===== config.mk =====
export PLATFORM = sky130hd
export DESIGN_NAME = ar_muxn_scan
export DESIGN_NICKNAME = d
export VERILOG_FILES = /design/src/rtl/ar_muxn_scan.sv
export SDC_FILE = /design/constraint.sdc
export NUM_CORES = 1
export LEC_CHECK = 0
export CAP_MARGIN = 20
export CORE_MARGIN = 5
export CORE_UTILIZATION = 49
export CTS_CLUSTER_SIZE = 12
export DETAILED_ROUTE_END_ITERATION = 7
export PLACE_DENSITY = 0.94
export SLEW_MARGIN = 5
export SYNTH_ARGS = -nofsm -noshare
export SYNTH_HDL_FRONTEND = slang
export SYNTH_SLANG_ARGS = --single-unit

===== constraint.sdc =====
create_clock -name clk -period 6.2 [get_ports clk]
set_clock_uncertainty 0.05 [all_clocks]
set_input_delay 0.62 -clock clk [delete_from_list [all_inputs] [get_ports clk]]
set_output_delay 0.62 -clock clk [all_outputs]
set_load 0.005 [all_outputs]

===== src/rtl/ar_muxn_scan.sv =====
// N-channel registered multiplexer with manual select and timed auto-scan.
// Outputs update one cycle after the inputs are sampled; en=0 freezes them.
module ar_muxn_scan #(
  parameter  int WIDTH    = 8,
  parameter  int CHANNELS = 4,
  parameter  int DWELL    = 4,
  localparam int SW       = (CHANNELS > 1) ? $clog2(CHANNELS) : 1
) (
  input  logic                      clk,
  input  logic                      rst_n,
  input  logic [CHANNELS*WIDTH-1:0] a,
  input  logic [SW-1:0]             sel,
  input  logic                      mode,
  input  logic                      en,
  input  logic                      hold,
  output logic [WIDTH-1:0]          y,
  output logic [SW-1:0]             y_ch,
  output logic                      y_valid,
  output logic                      scan_wrap
);

  localparam int DW        = (DWELL > 1) ? $clog2(DWELL) : 1;
  localparam int LAST_CH_I = CHANNELS - 1;
  localparam int LAST_DW_I = DWELL - 1;
  localparam int ONE_I     = 1;

  localparam logic [SW-1:0] LAST_CH = LAST_CH_I[SW-1:0];
  localparam logic [SW-1:0] CH_ONE  = ONE_I[SW-1:0];
  localparam logic [DW-1:0] LAST_DW = LAST_DW_I[DW-1:0];
  localparam logic [DW-1:0] DW_ONE  = ONE_I[DW-1:0];
  localparam logic [SW:0]   NUM_CH  = CHANNELS[SW:0];

  localparam logic [1:0] ST_IDLE   = 2'd0;
  localparam logic [1:0] ST_MANUAL = 2'd1;
  localparam logic [1:0] ST_SCAN   = 2'd2;

  logic [1:0]       state_r;
  logic [1:0]       state_nxt_s;
  logic             was_scan_r;
  logic             was_scan_nxt_s;
  logic [SW-1:0]    ptr_r;
  logic [SW-1:0]    ptr_nxt_s;
  logic [DW-1:0]    dwell_r;
  logic [DW-1:0]    dwell_nxt_s;
  logic [WIDTH-1:0] y_r;
  logic [WIDTH-1:0] y_nxt_s;
  logic [SW-1:0]    y_ch_r;
  logic [SW-1:0]    y_ch_nxt_s;
  logic             y_valid_r;
  logic             y_valid_nxt_s;
  logic             scan_wrap_r;
  logic             scan_wrap_nxt_s;
  logic             sel_ok_s;
  logic             resume_s;
  logic             load_s;

  // One-hot style AND-OR select; an index with no matching channel yields zero.
  function automatic logic [WIDTH-1:0] chan_data(
    input logic [CHANNELS*WIDTH-1:0] bus,
    input logic [SW-1:0]             idx
  );
    logic [WIDTH-1:0] r;
    r = {WIDTH{1'b0}};
    for (int k = 0; k < CHANNELS; k++) begin
      r = (idx == k[SW-1:0]) ? bus[k*WIDTH +: WIDTH] : r;
    end
    return r;
  endfunction

  generate
    if ((1 << SW) == CHANNELS) begin : g_sel_full
      assign sel_ok_s = 1'b1;
    end else begin : g_sel_range
      assign sel_ok_s = ({1'b0, sel} < NUM_CH);
    end
  endgenerate

  // Operating state decode from en/mode.
  always_comb begin
    state_nxt_s = ST_IDLE;
    if (en) begin
      if (mode) begin
        state_nxt_s = ST_SCAN;
      end else begin
        state_nxt_s = ST_MANUAL;
      end
    end else begin
      state_nxt_s = ST_IDLE;
    end
  end

  // A pause through IDLE keeps the scan position only if scanning was the last active mode.
  assign resume_s = (state_r == ST_SCAN) || ((state_r == ST_IDLE) && was_scan_r);
  assign load_s   = (state_nxt_s == ST_SCAN) && !resume_s;

  // Next-value datapath: scan pointer, dwell timing and output selection.
  always_comb begin
    ptr_nxt_s       = ptr_r;
    dwell_nxt_s     = dwell_r;
    was_scan_nxt_s  = was_scan_r;
    y_nxt_s         = y_r;
    y_ch_nxt_s      = y_ch_r;
    y_valid_nxt_s   = y_valid_r;
    scan_wrap_nxt_s = 1'b0;
    case (state_nxt_s)
      ST_MANUAL: begin
        was_scan_nxt_s = 1'b0;
        y_ch_nxt_s     = sel;
        if (sel_ok_s) begin
          y_nxt_s       = chan_data(a, sel);
          y_valid_nxt_s = 1'b1;
        end else begin
          y_nxt_s       = {WIDTH{1'b0}};
          y_valid_nxt_s = 1'b0;
        end
      end
      ST_SCAN: begin
        was_scan_nxt_s = 1'b1;
        if (load_s) begin
          ptr_nxt_s   = sel_ok_s ? sel : {SW{1'b0}};
          dwell_nxt_s = {DW{1'b0}};
        end else if (hold) begin
          ptr_nxt_s   = ptr_r;
          dwell_nxt_s = dwell_r;
        end else if (dwell_r == LAST_DW) begin
          dwell_nxt_s = {DW{1'b0}};
          if (ptr_r == LAST_CH) begin
            ptr_nxt_s       = {SW{1'b0}};
            scan_wrap_nxt_s = 1'b1;
          end else begin
            ptr_nxt_s       = ptr_r + CH_ONE;
            scan_wrap_nxt_s = 1'b0;
          end
        end else begin
          dwell_nxt_s = dwell_r + DW_ONE;
        end
        y_nxt_s       = chan_data(a, ptr_nxt_s);
        y_ch_nxt_s    = ptr_nxt_s;
        y_valid_nxt_s = 1'b1;
      end
      default: begin
        scan_wrap_nxt_s = 1'b0;
      end
    endcase
  end

  // State and output registers.
  always_ff @(posedge clk or negedge rst_n) begin
    if (!rst_n) begin
      state_r     <= ST_IDLE;
      was_scan_r  <= 1'b0;
      ptr_r       <= {SW{1'b0}};
      dwell_r     <= {DW{1'b0}};
      y_r         <= {WIDTH{1'b0}};
      y_ch_r      <= {SW{1'b0}};
      y_valid_r   <= 1'b0;
      scan_wrap_r <= 1'b0;
    end else begin
      state_r     <= state_nxt_s;
      was_scan_r  <= was_scan_nxt_s;
      ptr_r       <= ptr_nxt_s;
      dwell_r     <= dwell_nxt_s;
      y_r         <= y_nxt_s;
      y_ch_r      <= y_ch_nxt_s;
      y_valid_r   <= y_valid_nxt_s;
      scan_wrap_r <= scan_wrap_nxt_s;
    end
  end

  assign y         = y_r;
  assign y_ch      = y_ch_r;
  assign y_valid   = y_valid_r;
  assign scan_wrap = scan_wrap_r;

endmodule


# After elaboration in Yosys (flattened, before gate mapping)
# Cells that the tools add are included.
# word_totals
wordCells	58
memories	0
mem_bits_rw	0
out_inout_bits	12
register_bits	19
latchBits	0
in_bits	39
mem_bits_ro	0
# op_classes
div_mod_pow	0
addsub	2
bitwise_logic	0
n_lt_le_gt_ge	0
eq_ne	12
mux	26
shifts	0
n_reduce_logical	10
mul	0
# ops
cell	count
8-bit 2-to-1 mux	8
2-bit 2-to-1 mux	10
2-bit equality test, second input constant	8
8-bit case mux with 2 select lines	1
2-bit by 1-bit equality test with 1-bit output, second input constant	3
2-bit zero test	3
1-bit 2-to-1 mux	5
2-bit by 1-bit adder with 2-bit output, second input constant	2
2-bit case mux with 2 select lines	1
1-bit logical AND	2
2-bit by 1-bit != test with 1-bit output, second input constant	1
1-bit case mux with 2 select lines	1
2-bit AND reduction	1
2-bit nonzero test	1
2-bit OR reduction	1
1-bit zero test	1
1-bit logical OR	1

# Logic depth before layout (Yosys ltp)
# logic_depth
ltp_word	13
ltp_mapped	8
depth_no_buf	6

# Least setup slack after synthesis
# Ideal clock, no wire load.
# synth_timing
path_type	input to register
startpoint	input hold
endpoint	register y_r[5] (netlist: y[5])
cell_stages	7
required_time_ns	6.076
setup_time_ns	0.074
path_buffers	2
path_slack_ns	4.116
arrival_time_ns	1.960
cell_sequence	or4b_4 -> o221a_4 -> buf_6 -> buf_6 -> a2bb2oi_1 -> a32o_1 -> o21ai_2
# synth_between
elab_chain_len	9
elab_cells_between_ends	12
cone_classes	3 x eq/ne; 8 x mux; 1 x reduce/logical
# synth_lines
element	line_no	source
start: declaration	15	input logic hold,
2-bit 2-to-1 mux *	122	end else if (hold) begin
2-bit 2-to-1 mux *	119	if (load_s) begin
2-bit 2-to-1 mux *	105	case (state_nxt_s)
2-bit zero test	65	r = (idx == k[SW-1:0]) ? bus[k*WIDTH +: WIDTH] : r;
8-bit 2-to-1 mux (3 in a row)	65	
8-bit 2-to-1 mux *	65	
8-bit case mux with 2 select lines *	105	
end signal: assignment	154	y_r <= {WIDTH{1'b0}};
end signal: assignment	163	y_r <= y_nxt_s;
end: declaration	45	logic [WIDTH-1:0] y_r;
# Every way passes the cells marked *; elsewhere a longest branch is shown, timed or not. The select of a mux whose other input is x is not followed.
# A chain may end at the register's enable or synchronous reset.

# Worst setup path after layout
# layout_timing
startpoint	input en
endpoint	register y_r[6] (netlist: y[6])
# layout_between
elab_chain_len	11
elab_cells_between_ends	16
cone_classes	5 x eq/ne; 8 x mux; 3 x reduce/logical
# layout_lines
element	line_no	source
start: declaration	14	input logic en,
2-bit 2-to-1 mux *	81	if (en) begin
2-bit equality test	94, 105	
1-bit logical AND	94	assign load_s = (state_nxt_s == ST_SCAN) && !resume_s;
2-bit 2-to-1 mux	119	
2-bit 2-to-1 mux	105	
2-bit zero test	65	
8-bit 2-to-1 mux (4 in a row)	65	
8-bit case mux with 2 select lines	105	
# Marked as above.

==> reports/metrics.csv <==
metric;value;unit
total power;406;uW
clk buf depth;2;
share of the yosys chip area belonging to registers;0.317;
R2R Path End;y[6];
final setup violating endpoints;0;
RSZ-0062 raised after global routing;no;
Final nets;239;
Port Buffer Count;50;
first-pass GRT wire length;7170;um
critical path's top delay family;simple AND/OR/NAND/NOR gates;
Fmax;321;MHz
worst-path cell chain;clkdlybuf4s50_1, nand2_1, o221a_2, nor2_1, a32o_1, o21ai_1;
Netlist cell types;43;
vias per cell;6.65;
CTS tree;yes;
Die Span Y;65.3;um
highest routed layer;met4;
Iter 0 DRT Violations;155;
DR vias;1530;
gr usage total;0.222;
CTS clk-pin slew, worst paths;0.12;ns
initial core utilization;0.499;
Reg2Reg Setup Slack;3.86;ns
outcome;finished, final reports clean;
worst-skew pair later-pin latency;0.32;ns
Reg area;475;sq um
CTS Buf Count;3;
critical path arrival;3.26;ns
vias in the first global route;1502;
Area Growth Syn to Fin;33.4;%
Detailed Routing Iterations Pass 1;5;
HPWL after DPL;3220;um
r2r startpoint;was_scan_r;
EDFF count, synth;0;
Hold Fails Final Rpt;0;
top_reg_cell synth;dfrtp_1;
crit start category;primary input;
CP Class;primary input to flop;
root buffer cell;clkbuf_4;
period utilization;0.502;
max incr delay on CP;0.89;ns
Post-Synthesis Cells;156;
Yosys reg bits;19;
WL met2;2120;um
Crit path buffers/inverters;1;
CTS resizes;0;
Crit Path Max Fanout;19;
Multi-input gate area;937;sq um
grt total ovfl;0;
WHS;0.439;ns
DRT Wirelength;4460;um
Post-CTS Setup Inserts;0;
Hold-fix buffers, CTS;0;
Routed WL per cell;19.4;um
Power per Cell Area;203;nW/um^2
Hold Crit Class;flop to flop;
MaxCap Viol Count;0;
I/O pin total;51;
Worst VDD drop;0.106;mV
Async S/R FF share, synth;1.00;
CTS sink count;19;
antenna-violating nets left;0;
H-tree levels;1;
metal3 WL;419;um
share of Yosys cell area claimed by the top area cell type;0.317;
Lkg Pwr;0.000761;uW
final core utilization;0.666;
cell taking the most area after synthesis;dfrtp_1;
Ys Warns;0;
critical path required time;6.35;ns
most frequent cells in the layout;clkdlybuf4s50_1 (50), dfrtp_1 (19), o21ai_0 (15);
initial antenna violation count;0;
leading post-synthesis cells by cell area;dfrtp_1 (32%), mux4_2 (12%), o21ai_0 (5.0%);
FILL cells;221;
ant diodes;0;
RD Place Congestion;0.841;
Placeable Area;3000;sq um
worst setup path end;y[6];
measured slew at the worst slew-check pin;0.910;ns
fin crit period;3.11;ns
share of cells above drive strength 1;0.107;
pin count of the biggest net entering global routing;20;
Worst Reg2Reg Path Length in Cells;5;
width of the chip;65.3;um
Cell Area, Synth;1500;sq um
Final Max Slew Viols;0;
critical path depth;6;
Hold Path Cell Cnt;1;
DRC Markers;0;
Worst setup startpoint;en;
critical path capture point type;flop;
crit path max-delay cell type;clkdlybuf4s50_1;
syn avg cell area;9.61;sq um
most common cell after layout, fill and taps aside;clkdlybuf4s50_1;
Setup TNS;0;ns
Syn Nets;197;
Die ar.;4270;sq um
DRT met1 WL;1750;um
Slew HR;0.391;
row count;20;
==> worst min path at each step <==
stage,start,to
2_1_floorplan,rst_n,dwell_r[0]
3_3_place_gp,y_valid,y_valid
3_5_place_dp,y_valid,y_valid
4_1_cts,y_valid,y_valid
5_1_grt,y_valid,y_valid
6_report,y_valid,y_valid
==> registers in the layout, summed over array words and instances (netlist names) <==
name / cells
ptr_r: 2
dwell_r: 2
state_r: 2
was_scan_r: 1
y: 8
y_valid: 1
scan_wrap: 1
y_ch: 2
==> cells by family after synthesis <==
group / Yosys count / synth area share
mux: 9 / 0.128
flops: 19 / 0.317
buf+inv: 17 / 0.0576
fa+ha+maj: 2 / 0.0167
simple gates: 45 / 0.174
compound gates: 64 / 0.307
==> metal layers <==
layer,global-route usage,vias to the layer above
met5,0,-
met4,0.153,0
met3,0.0513,21
li1,-,697
met1,0.263,712
met2,0.355,100
==> cells in the mapped netlist (2+ instances only) <==
cell and count:
a2bb2oi_1 5, and3_1 4, mux4_2 8, clkbuf_1 4, nand3b_1 2, a32o_1 5
inv_1 3, o21ai_0 15, a32oi_1 3, nor2b_1 9, dfrtp_1 19, ha_1 2
a21o_1 3, a21oi_1 9, or3_1 2, nand3_1 11, o21ai_1 11, buf_6 2
a31oi_1 2, nand2_1 6, nor2_1 4, buf_2 5, a22o_1 2
==> where the power goes <==
group	internal, uW	switching (uW)	total (uW)
clock	24.7	47.4	72.1
combinational	97.9	83.6	181
sequential	142	10.4	152
total	264	141	406
==> area by class of cell <==
type	instances	share of cell area
multi-input cells	120	0.469
repair buffers	50	0.250
flip-flops and latches	19	0.238
well taps	33	0.0207
clock buffers	3	0.0113
inverters	4	0.00751
clock inverters	1	0.00375
==> through the flow <==
step | setup slack, ns | instance area, sq um | instances
after floorplan | 4.12 | 1500 | 156
after global placement | 2.87 | 1970 | 226
after detailed placement | 2.79 | 1970 | 226
after CTS | 3.14 | 2000 | 230
after global routing | 2.94 | 2000 | 230
final | 3.09 | 2000 | 230
No activity file was read; power rests on OpenSTA's default activity.
